File: src/rtl/clkdiv_pkg.sv
// Shared types and constants for the runtime-programmable clock divider.
// The CLKDIV_DUTY50_EN build option is handled in clock_divider_n and clkdiv_dutyext.
package clkdiv_pkg;

    localparam int DIV_W_DFLT = 8;
    localparam int DIV_MIN    = 2;

    typedef logic [DIV_W_DFLT-1:0] div_t;

    function automatic div_t half_floor(input div_t n);
        return n >> 1;
    endfunction

endpackage

File: src/rtl/clkdiv_dutyext.sv
// Odd-divisor duty extender: a negedge copy of q_pos stretches the high phase by half a clk.
// Only compiled when CLKDIV_DUTY50_EN is defined.
`ifdef CLKDIV_DUTY50_EN
module clkdiv_dutyext (
    input  logic clk,
    input  logic rst,
    input  logic q_pos,
    input  logic odd,
    output logic clkD
);

    logic q_neg;

    always_ff @(negedge clk) begin
        if (rst) begin
            q_neg <= 1'b0;
        end else begin
            q_neg <= q_pos;
        end
    end

    // odd is registered alongside q_pos, so the OR term cannot glitch on a divisor swap
    assign clkD = q_pos | (odd & q_neg);

endmodule
`endif

File: src/rtl/clock_divider_n.sv
// Integer clock divider with divisor handshake, boundary-aligned divisor swap and period tick.
// Define CLKDIV_DUTY50_EN for exact 50% duty on odd divisors (adds one negedge flop).
module clock_divider_n
    import clkdiv_pkg::*;
#(
    parameter int DIV_W       = DIV_W_DFLT,
    parameter int DEFAULT_DIV = 3
) (
    input  logic             clk,
    input  logic             rst,
    input  logic [DIV_W-1:0] div_i,
    input  logic             div_vld,
    output logic             div_rdy,
    output logic             div_err,
    output logic             clkD,
    output logic             tick,
    output logic [DIV_W-1:0] div_cur
);

    localparam logic [DIV_W-1:0] DEF_DIV = DIV_W'(DEFAULT_DIV);
    localparam logic [DIV_W-1:0] ONE     = DIV_W'(1);
    localparam logic [DIV_W-1:0] MIN_DIV = DIV_W'(DIV_MIN);

    logic [DIV_W-1:0] cnt;
    logic [DIV_W-1:0] cnt_next;
    logic [DIV_W-1:0] div_next;
    logic [DIV_W-1:0] pend;
    logic             pend_vld;
    logic             wrap;
    logic             xfer;
    logic             q_pos;

    function automatic logic [DIV_W-1:0] clamp_div(input logic [DIV_W-1:0] n);
        return (n < MIN_DIV) ? MIN_DIV : n;
    endfunction

    function automatic logic [DIV_W-1:0] half_n(input logic [DIV_W-1:0] n);
        return n >> 1;
    endfunction

    always_comb begin
        wrap     = (cnt == div_cur - ONE);
        xfer     = div_vld & div_rdy;
        cnt_next = wrap ? '0 : cnt + ONE;
        // a pending divisor only lands on a wrap, so every period is whole
        div_next = (wrap && pend_vld) ? pend : div_cur;
    end

    always_ff @(posedge clk) begin
        if (rst) begin
            div_cur  <= DEF_DIV;
            cnt      <= DEF_DIV - ONE;
            q_pos    <= 1'b0;
            tick     <= 1'b0;
            div_rdy  <= 1'b1;
            div_err  <= 1'b0;
            pend_vld <= 1'b0;
        end else begin
            cnt     <= cnt_next;
            div_cur <= div_next;
            q_pos   <= (cnt_next < half_n(div_next));
            tick    <= (cnt_next == '0);
            div_err <= xfer && (div_i < MIN_DIV);
            // xfer needs div_rdy, which implies nothing is pending, so the branches are exclusive
            if (xfer) begin
                pend_vld <= 1'b1;
                div_rdy  <= 1'b0;
            end else if (wrap && pend_vld) begin
                pend_vld <= 1'b0;
                div_rdy  <= 1'b1;
            end
        end
    end

    always_ff @(posedge clk) begin
        if (xfer) begin
            pend <= clamp_div(div_i);
        end
    end

`ifdef CLKDIV_DUTY50_EN
    logic odd_p;

    always_ff @(posedge clk) begin
        if (rst) begin
            odd_p <= 1'b0;
        end else begin
            odd_p <= div_next[0];
        end
    end

    clkdiv_dutyext u_dutyext (
        .clk   (clk),
        .rst   (rst),
        .q_pos (q_pos),
        .odd   (odd_p),
        .clkD  (clkD)
    );
`else
    assign clkD = q_pos;
`endif

endmodule

File: config.mk
export PLATFORM = sky130hd
export DESIGN_NAME = clock_divider_n
export DESIGN_NICKNAME = d
export VERILOG_FILES = /design/src/rtl/clkdiv_pkg.sv /design/src/rtl/clkdiv_dutyext.sv /design/src/rtl/clock_divider_n.sv
export SDC_FILE = /design/constraint.sdc
export NUM_CORES = 1
export LEC_CHECK = 0
export CAP_MARGIN = 20
export CORE_ASPECT_RATIO = 0.7
export CORE_MARGIN = 4
export CORE_UTILIZATION = 40
export DETAILED_ROUTE_END_ITERATION = 10
export PLACE_DENSITY_LB_ADDON = 0.3
export SLEW_MARGIN = 20
export SYNTH_ARGS = -nofsm -noshare
export SYNTH_HDL_FRONTEND = slang
export SYNTH_SLANG_ARGS = --single-unit
File: constraint.sdc
create_clock -name clk -period 6.1 [get_ports clk]
set_input_delay 1.22 -clock clk [delete_from_list [all_inputs] [get_ports clk]]
set_output_delay 1.22 -clock clk [all_outputs]
set_load 0.05 [all_outputs]
==> out/qor.yml, run 1 <==
routing:
  drc: 0
  drtIter0Drc: 104
  wl_mm: 3.44
  dr.pass1.iters: 4
  ant_nets: 0
  wl_per_cell_um: 15.2
  via_count: 1224
  post_drt_via_cell_ratio: 5.39
cts:
  cts_buffer_depth: 2
  ctsHoldBuffers: 0
  cts.sinks: 29
  path_clk_slew_ps: 60
  cts_tree: "built"
  htree_num_levels: 2
  cts_resized: 0
  cts_made_buffers: 5
  cts_setup_buffers: 0
  clk_latency_ps: 280
  cts_root_buf: "clkbuf_8"
logic_synthesis:
  synth_edf_count: 8
  avgSynthCellArea_um2: 9.57
  yosys_warnings: 0
  synth.ff_latch_count: 29
  synthArstFlopShare_pct: 0
  yosysSeqAreaShare_pct: 42.6
  synth_top_area_cell: "dfxtp_1"
  synth_cells: 162
  synth_flop_cell: "dfxtp_1"
  yosys.cell_count.top_type: "dfxtp_1"
  syn_area_um2: 1550
  synth_commonest_cells: "dfxtp_1, nor2_1, clkbuf_1, nor3_1, xnor2_1"
  syn-num-nets: 181
  synthDistinctLibCells: 42
  synthTopCellsByArea: "dfxtp_1, edfxtp_1, ha_1, xnor2_1, mux2i_1"
  synth_top_area_share_pct: 27.1
global_route:
  grt-ovfl-total: 0
  track_usage_pct: 16.3
  grt_pass1_vias: 1189
  antenna_found_initial: 0
  grt_max_degree: 24
  grt_pass1_wl_mm: 5.82
worst_setup_path:
  path_max_fanout: 23
  crit_type: "register to register"
  cp_top_family: "simple AND/OR/NAND/NOR gates"
  worst-path-buf-inv: 1
  crit_chain: "inv_1 > ha_1 > xnor2_1 > a211o_1 > nor4b_1 > and3_1 > nor2_1 > ha_1 > a21o_1 > a211oi_1 > o211ai_1 > o21ai_1"
  path_common_cell: "ha_1"
  slowest_stage: "and3_1"
  cp-end-kind: "register"
  critical_path.max_stage_delay_ps: 740
  cp-start-kind: "register"
  crit_required_ps: 6310
  crit_arrival_ps: 4030
timing:
  hold_viol: 0
  worst_pin_slew_ps: 766
  fmax_mhz: 262
  period_needed_ps: 3820
  relSlewSlack_pct: 48.8
  rsz0062_at_grt: "no"
  finalCritPeriodShare_pct: 62.7
  setup_violations: 0
  setup_tns_ps: 0
  hold_slack_ps: 494
  skew_ps: 6.94
  slew_viol_final: 0
pwr:
  leakagePower_uw: 0.000734
  total_power_uw: 1070
  power_density_nw_per_um2: 580
  ir_drop_mv: 0.285
placed_design:
  dpl.cell_count: 219
  hpwl_mm: 2.61
  portBuffers: 22
  gp_congestion: 0.907
layout:
  num-nets-final: 195
  syn2layout_area_growth_pct: 18.6
  instances_no_fill: 227
  utilization_pct: 50.7
  n_fill_cell: 334
  antennaDiodeCount: 0
  drive_gt1_share_pct: 6.21
floorplanning:
  fp.dieArea_um2: 4950
  rows: 18
  core_um2: 3630
  die_x_um: 82.4
  ios: 23
  start_util_pct: 42.8
  die_y_um: 60.1
status:
  outcome: "finished clean"
hold_path:
  hp-class: "register to register"
job:
  drv_cap: 0
==> stage by stage <==
stage          instance area (um2)  setup slack [ps]
4_1_cts                       1840              2320
5_1_grt                       1840              2000
2_1_floorplan                 1550              2560
6_report                      1840              2280
3_3_place_gp                  1760              2630
3_5_place_dp                  1760              2370
==> registers in the layout (all words and copies together) (netlist names) <==
register / count
clkD: 1
div_rdy: 1
tick: 1
div_cur: 8
pend_vld: 1
pend: 8
cnt: 8
div_err: 1
==> worst register-to-register path, cell delays in order, from the launching register on <==
cell	delay [ps]
dfxtp_1	440
inv_1	110
ha_1	330
xnor2_1	150
a211o_1	280
nor4b_1	540
and3_1	740
nor2_1	140
ha_1	350
a21o_1	170
a211oi_1	250
o211ai_1	130
o21ai_1	150
==> report_power, final <==
group	leakage [uW]	internal, uW	switching [uW]
combinational	0.000446	238	371
clock	0.0000399	79.1	69.8
sequential	0.000248	243	64.1
==> worst paths after layout <==
kind	cells after the start	to	slack, ps	startpoint
max	12	clkD	2280	div_cur[0]
min	1	div_cur[0]	490	pend[0]
max reg2reg	12	clkD	2280	div_cur[0]
min reg2reg	1	div_cur[0]	490	pend[0]
==> logic make-up after synthesis <==
family | after synthesis | synth area share (%)
compound gates | 24 | 11.1
xor+xnor | 15 | 8.47
fa+ha+maj | 8 | 6.46
buf+inv | 20 | 6.05
flops | 29 | 42.6
mux | 6 | 3.87
simple gates | 60 | 21.4
==> metal layers <==
metal | part of all wire [%] | track usage (%) | up-vias | routed length [um]
met4 | 2.2 | 7.82 | 0 | 76
met3 | 5.3 | 4.07 | 9 | 183
li1 | - | - | 606 | -
met2 | 41 | 22.9 | 41 | 1410
met1 | 52 | 23.0 | 568 | 1770
met5 | 0 | 0 | - | 0
==> cell usage in the layout (no fill, tap or decap), drive strengths merged, types with 2 or more instances in the layout <==
cell           instances
a211oi                 3
a21oi                  5
a311o                  2
a31oi                  2
and2                   2
and3                   4
clkbuf                 7
clkdlybuf4s50         22
dfxtp                 21
edfxtp                 8
ha                     8
inv                    5
mux2i                  6
nand2                  5
nand2b                 2
nand3                  8
nor2                  16
nor3                  11
nor4                   2
o211ai                 2
o21ai                  2
o221ai                 2
or4                    2
xnor2                  9
xor2                   6
==> layout make-up <==
cell class,instances,area (um2),area share [%]
Clock inverter,1,3.75,0.204
Clock buffer,7,76.3,4.15
Timing Repair Buffer,22,220,12.0
Tap cell,50,62.6,3.40
Multi-Input combinational cell,113,796,43.3
Sequential cell,29,661,35.9
Inverter,5,18.8,1.02
Note: power is estimated with default switching activity, not from simulation.
==> run 2, diff against run 1 <==
==> constraint.sdc (replaced) <==
create_clock -name clk -period 3.85 [get_ports clk]
set_input_delay 0.77 -clock clk [delete_from_list [all_inputs] [get_ports clk]]
set_output_delay 0.77 -clock clk [all_outputs]
set_load 0.05 [all_outputs]
==> run 2 against run 1 <==
  * Worst hold slack gained 23 ps
  * Total power grew 66%
  * Wire length shrank 1.5%
  * Largest cell class unchanged
==> out/qor.yml, run 2 (synthesis gave the netlist of run 1 again) <==
status:
  outcome: "finished clean"
placed_design:
  gp_congestion: 0.915  # +0.92%
  hpwl_mm: 2.52  # -3.2%
  dpl.cell_count: 221  # +0.91%
  portBuffers: 22  # unchanged
timing:
  rsz0062_at_grt: "no"
  skew_ps: 5.06  # -1.88 ps
  fmax_mhz: 303  # +16%
  setup_violations: 0  # unchanged
  period_needed_ps: 3300  # -518 ps
  setup_tns_ps: 0  # unchanged
  hold_viol: 0  # unchanged
  worst_pin_slew_ps: 757  # -8.41 ps
  finalCritPeriodShare_pct: 85.8  # +23 points
  relSlewSlack_pct: 49.4  # +0.56 points
  slew_viol_final: 0  # unchanged
  hold_slack_ps: 517  # +22.9 ps
cts:
  cts_made_buffers: 5  # unchanged
  ctsHoldBuffers: 0  # unchanged
  htree_num_levels: 2  # unchanged
  cts_tree: "built"
  cts_buffer_depth: 2  # unchanged
  clk_latency_ps: 280  # about the same
  cts_root_buf: "clkbuf_8"
  path_clk_slew_ps: 60  # about the same
  cts_setup_buffers: 0  # unchanged
  cts.sinks: 29  # unchanged
floorplanning:
  rows: 18  # unchanged
  die_y_um: 60.1  # unchanged
  start_util_pct: 42.8  # unchanged
  die_x_um: 82.4  # unchanged
  fp.dieArea_um2: 4950  # unchanged
  ios: 23  # unchanged
  core_um2: 3630  # unchanged
layout:
  utilization_pct: 51.3  # +0.66 points
  reg_top3: "cnt: 8 flops, div_cur: 8 flops, pend: 8 flops"
  final_cell_mix: "clkdlybuf4s50_1, dfxtp_1, nor2_1, nor3_1, xnor2_1"
  syn2layout_area_growth_pct: 20.1
  antennaDiodeCount: 0  # unchanged
  final_common_cell: "clkdlybuf4s50_1"
  instances_no_fill: 229  # +0.88%
  num-nets-final: 197  # +1.0%
  drive_gt1_share_pct: 8.94  # +2.7 points
hold_path:
  holdPathStages: 1  # unchanged
  hp-class: "register to register"
job:
  drv_cap: 0  # unchanged
global_route:
  grt-ovfl-total: 0  # unchanged
  grt_pass1_wl_mm: 5.59  # -3.9%
  met1_usage_pct: 22.5  # -0.44 points
  grt_pass1_vias: 1171  # -1.5%
  antenna_found_initial: 0  # unchanged
  met3_usage_pct: 5.27  # +1.2 points
  grt_max_degree: 22  # -8.3%
  track_usage_pct: 15.7  # -0.57 points
  top_usage_layer: "met1"
  use_met2_pct: 20.5  # -2.4 points
worst_setup_path:
  crit_arrival_ps: 3510  # -520 ps
  r2r_setup_slack_ps: 550  # -1730 ps
  endpoint: "clkD"
  startpoint: "div_cur[0]"
  path_max_fanout: 11  # -52%
  path_common_cell: "ha_1"
  crit_chain: "inv_1 > ha_1 > xnor2_1 > a211o_1 > nor4b_2 > and3_1 > buf_4 > nor2_1 > ha_1 > a21o_1 > a211oi_1 > o211ai_1 > o21ai_1"
  slowest_stage: "dfxtp_1"
  reg2regPathDepth: 13  # +1
  r2r_start: "div_cur[0]"
  critical_path.max_stage_delay_ps: 430  # -310 ps
  crit_type: "register to register"
  rr_endpoint: "clkD"
  cp-end-kind: "register"
  cp-start-kind: "register"
  crit_required_ps: 4050  # -2260 ps
routing:
  wl_mm: 3.39  # -1.5%
  wl_per_cell_um: 14.8  # -2.3%
  via_count: 1204  # -1.6%
  ant_nets: 0  # unchanged
  drtIter0Drc: 95  # -8.7%
  drc: 0  # unchanged
  dr.pass1.iters: 4  # unchanged
  post_drt_via_cell_ratio: 5.26  # -2.5%
pwr:
  power_density_nw_per_um2: 949  # +64%
  ir_drop_mv: 0.367  # +28%
  leakagePower_uw: 0.000753  # +2.5%
[run 2: cell types whose count changed in the layout (fill, tap and decap cells not counted), sizes merged]
cell	previous run	this run
buf	0	2
clkbuf	7	6
clkinv	1	2
[run 2: how the worst min path moves through the flow]
stage / startpoint / end / slack (ps)
after detailed placement: pend[0] / div_cur[0] / 500
after global routing: pend[0] / div_cur[0] / 530
after global placement: pend[0] / div_cur[0] / 500
after CTS: pend[0] / div_cur[0] / 520
final: pend[0] / div_cur[0] / 520
after floorplan: pend[0] / div_cur[0] / 470
[run 2: final cells by class]
| type | instances | area, um2 |
|---|---|---|
| fill | 336 | 1760 |
| multi-input combinational | 113 | 802 |
| sequential | 29 | 661 |
| timing repair buffer | 24 | 235 |
| clock buffer | 6 | 72.6 |
| tap | 50 | 62.6 |
| inverter | 5 | 18.8 |
| clock inverter | 2 | 10.0 |
[run 2: power breakdown]
| part | total [uW] | switching, uW | internal [uW] |
|---|---|---|---|
| logic | 1040 | 605 | 436 |
| clock network | 237 | 112 | 125 |
| registers | 488 | 103 | 385 |
| total | 1770 | 821 | 946 |
[run 2: routing by layer]
metal	vias up	share of wire, %
li1	611	-
met1	555	52
met2	33	40
met3	5	6.0
met4	0	1.6
met5	-	0
[run 2: through the flow]
stage	setup WS (ps)	power (uW)	area [um2]
after floorplan	315	1310	1550
after global placement	629	1470	1770
after detailed placement	491	1500	1770
after CTS	451	1750	1860
after global routing	140	1920	1860
final	546	1770	1860
[run 2: critical path, delay by kind of cell (launching register included)]
kind | cells | cell delay, ps
AO/OA/AOI/OAI | 5 | 1000
XOR/XNOR | 1 | 130
adder cells (fa/ha/maj) | 2 | 490
buffers and inverters | 2 | 320
flip-flops | 1 | 430
AND/OR/NAND/NOR | 3 | 870
[run 2: what timing repair did]
action,CTS,global route
setup endpoints to repair,0,1
gates resized for setup,0,1
endpoints found under the hold margin,0,0
==> run 3, diff against run 2 <==
--- a/config.mk
+++ b/config.mk
@@ -8,7 +8,7 @@
 export CAP_MARGIN = 20
 export CORE_ASPECT_RATIO = 0.7
 export CORE_MARGIN = 4
-export CORE_UTILIZATION = 40
+export CORE_UTILIZATION = 45
 export DETAILED_ROUTE_END_ITERATION = 10
 export PLACE_DENSITY_LB_ADDON = 0.3
 export SLEW_MARGIN = 20
==> run 3 against run 2 <==
  * Clock power rose by 7%
  * Critical path depth fell by 1
  * Total power fell by 2.0%
  * Global-route usage rose by 0.25 points
  * Setup slack got worse by 140 ps
  * Maximum frequency fell by 4.2%
  * Non-clock buffer count fell by 1
  * Final cell count fell by 1.7%
  * Flip-flop and latch count did not move
  * Via count rose by 3.8%
  * Die area fell by 9.9%
  * Critical path type unchanged
  * Largest power group unchanged
==> out/qor.yml, run 3 (synthesis gave the netlist of run 1 again) <==
worst_setup_path:
  path_common_cell: "ha_1"
  crit_type: "register to register"
  crit_arrival_ps: 3650  # +140 ps
  slowest_stage: "nor4b_1"
  cp-end-kind: "register"
  path_max_fanout: 16  # +5
  cp_top_family: "simple AND/OR/NAND/NOR gates"
  worst-path-buf-inv: 2  # unchanged
  cp-start-kind: "register"
  crit_required_ps: 4060  # about the same
  critical_path.max_stage_delay_ps: 510  # +80 ps
  crit_chain: "inv_1 > ha_1 > xnor2_1 > a211o_1 > nor4b_1 > and3_1 > buf_4 > nor2_1 > ha_1 > a211oi_1 > o221ai_1 > o21ai_1"
pwr:
  switching_share_pct: 46.2  # -0.29 points
  seqPwrFrac_pct: 28.2  # +0.6 points
  p_int_uw: 932  # -1.5%
  p_switching_uw: 799  # -2.7%
  power_density_nw_per_um2: 935  # -1.5%
  comb_power_share_pct: 57.2  # -1.8 points
  leakagePower_uw: 0.000745  # -1.0%
  ir_drop_mv: 0.515  # +40%
  clkPwrFrac_pct: 14.6  # +1.2 points
cts:
  path_clk_slew_ps: 60  # about the same
  cts_root_buf: "clkbuf_8"
  htree_num_levels: 2  # unchanged
  ctsHoldBuffers: 0  # unchanged
  cts_resized: 0  # unchanged
  cts_setup_buffers: 0  # unchanged
  cts.sinks: 29  # unchanged
  cts_tree: "built"
  cts_buffer_depth: 2  # unchanged
  clk_latency_ps: 280  # about the same
  cts_made_buffers: 5  # unchanged
timing:
  worst_pin_slew_ps: 779  # +22.1 ps
  skew_ps: 5.06  # -0.000750 ps
  slew_viol_final: 0  # unchanged
  hold_viol: 0  # unchanged
  hold_slack_ps: 513  # -4.51 ps
  finalCritPeriodShare_pct: 89.5  # +3.7 points
  period_needed_ps: 3450  # +144 ps
  fmax_mhz: 290  # -4.2%
  setup_violations: 0  # unchanged
  setup_tns_ps: 0  # unchanged
  relSlewSlack_pct: 47.9  # -1.5 points
  rsz0062_at_grt: "no"
routing:
  ant_nets: 0  # unchanged
  dr.pass1.iters: 4  # unchanged
  met3_length_um: 274  # +36%
  wl_met1_mm: 1.60  # -9.2%
  via_count: 1250  # +3.8%
  wl_mm: 3.42  # +0.91%
  drc: 0  # unchanged
  drtIter0Drc: 210  # +120%
  post_drt_via_cell_ratio: 5.56  # +5.7%
  wl_per_cell_um: 15.2  # +2.7%
  top_layer: "met4"
  dr_wl_met2_mm: 1.51  # +10%
global_route:
  grt_pass1_wl_mm: 5.53  # -1.1%
  antenna_found_initial: 0  # unchanged
  grt-ovfl-total: 0  # unchanged
  grt_max_degree: 22  # unchanged
  grt_pass1_vias: 1178  # +0.60%
  track_usage_pct: 15.9  # +0.25 points
job:
  drv_cap: 0  # unchanged
hold_path:
  hp-class: "register to register"
layout:
  final_cell_mix: "clkdlybuf4s50_1, dfxtp_1, nor2_1, nor3_1, xnor2_1"
  syn2layout_area_growth_pct: 19.5
  fin_area_um2: 1850  # -0.54%
  final_common_cell: "clkdlybuf4s50_1"
  num-nets-final: 196  # -0.51%
  drive_gt1_share_pct: 7.30  # -1.6 points
  reg_top3: "cnt: 8 flops, div_cur: 8 flops, pend: 8 flops"
  multiInputGateArea_um2: 796  # -0.78%
  antennaDiodeCount: 0  # unchanged
  instances_no_fill: 225  # -1.7%
  n_fill_cell: 305  # -9.2%
  regArea_um2: 661  # unchanged
placed_design:
  gp_congestion: 0.885  # -3.3%
  hpwl_mm: 2.55  # +0.92%
  portBuffers: 22  # unchanged
  dpl.cell_count: 217  # -1.8%
  post_dp_cell_area_um2: 1760  # -0.64%
floorplanning:
  core_um2: 3230  # -11%
  die_x_um: 78.2  # -5.2%
  start_util_pct: 47.9  # +5.2 points
  die_y_um: 57.1  # -5.0%
  rows: 17  # -1
  ios: 23  # unchanged
  fp.dieArea_um2: 4460  # -9.9%
status:
  outcome: "finished clean"
## run 3: cell types whose count changed in the layout (fill, tap and decap cells not counted)
cell	delta
buf_4	-1
clkbuf_1	+1
clkbuf_8	+1
clkinv_2	-2
nor4b_1	+1
nor4b_2	-1
## run 3: cell type report
type	count	area share [%]
multi-input cells	113	43.0
well taps	47	3.18
clock buffers	8	4.86
inverters	5	1.01
repair buffers	23	12.3
flip-flops and latches	29	35.7
## run 3: through the flow
| stage | worst slack, ps | total power, uW | utilization, % |
|---|---|---|---|
| 2_1_floorplan | 315 | 1310 | - |
| 3_3_place_gp | 541 | 1430 | 54.5 |
| 3_5_place_dp | 429 | 1470 | 54.5 |
| 4_1_cts | 406 | 1730 | 57.3 |
| 5_1_grt | 148 | 1850 | 57.3 |
| 6_report | 402 | 1730 | 57.3 |
## run 3: layer usage
| layer | global-route usage [%] | vias to the layer above |
|---|---|---|
| met5 | 0 | - |
| met4 | 5.99 | 0 |
| met3 | 4.10 | 5 |
| met2 | 24.8 | 51 |
| met1 | 21.5 | 587 |
| li1 | - | 607 |
## run 3: final timing paths
kind	from	to	cells past startpoint	slack, ps
max	div_cur[0]	clkD	12	400
min	pend[0]	div_cur[0]	1	510
max reg2reg	div_cur[0]	clkD	12	400
min reg2reg	pend[0]	div_cur[0]	1	510
## run 3: power by group through the flow
stage / clock, uW / combinational [uW] / sequential (uW)
2_1_floorplan: 0 / 734 / 577
3_3_place_gp: 0 / 947 / 485
3_5_place_dp: 0 / 980 / 491
4_1_cts: 257 / 989 / 486
5_1_grt: 270 / 1080 / 500
6_report: 253 / 990 / 488
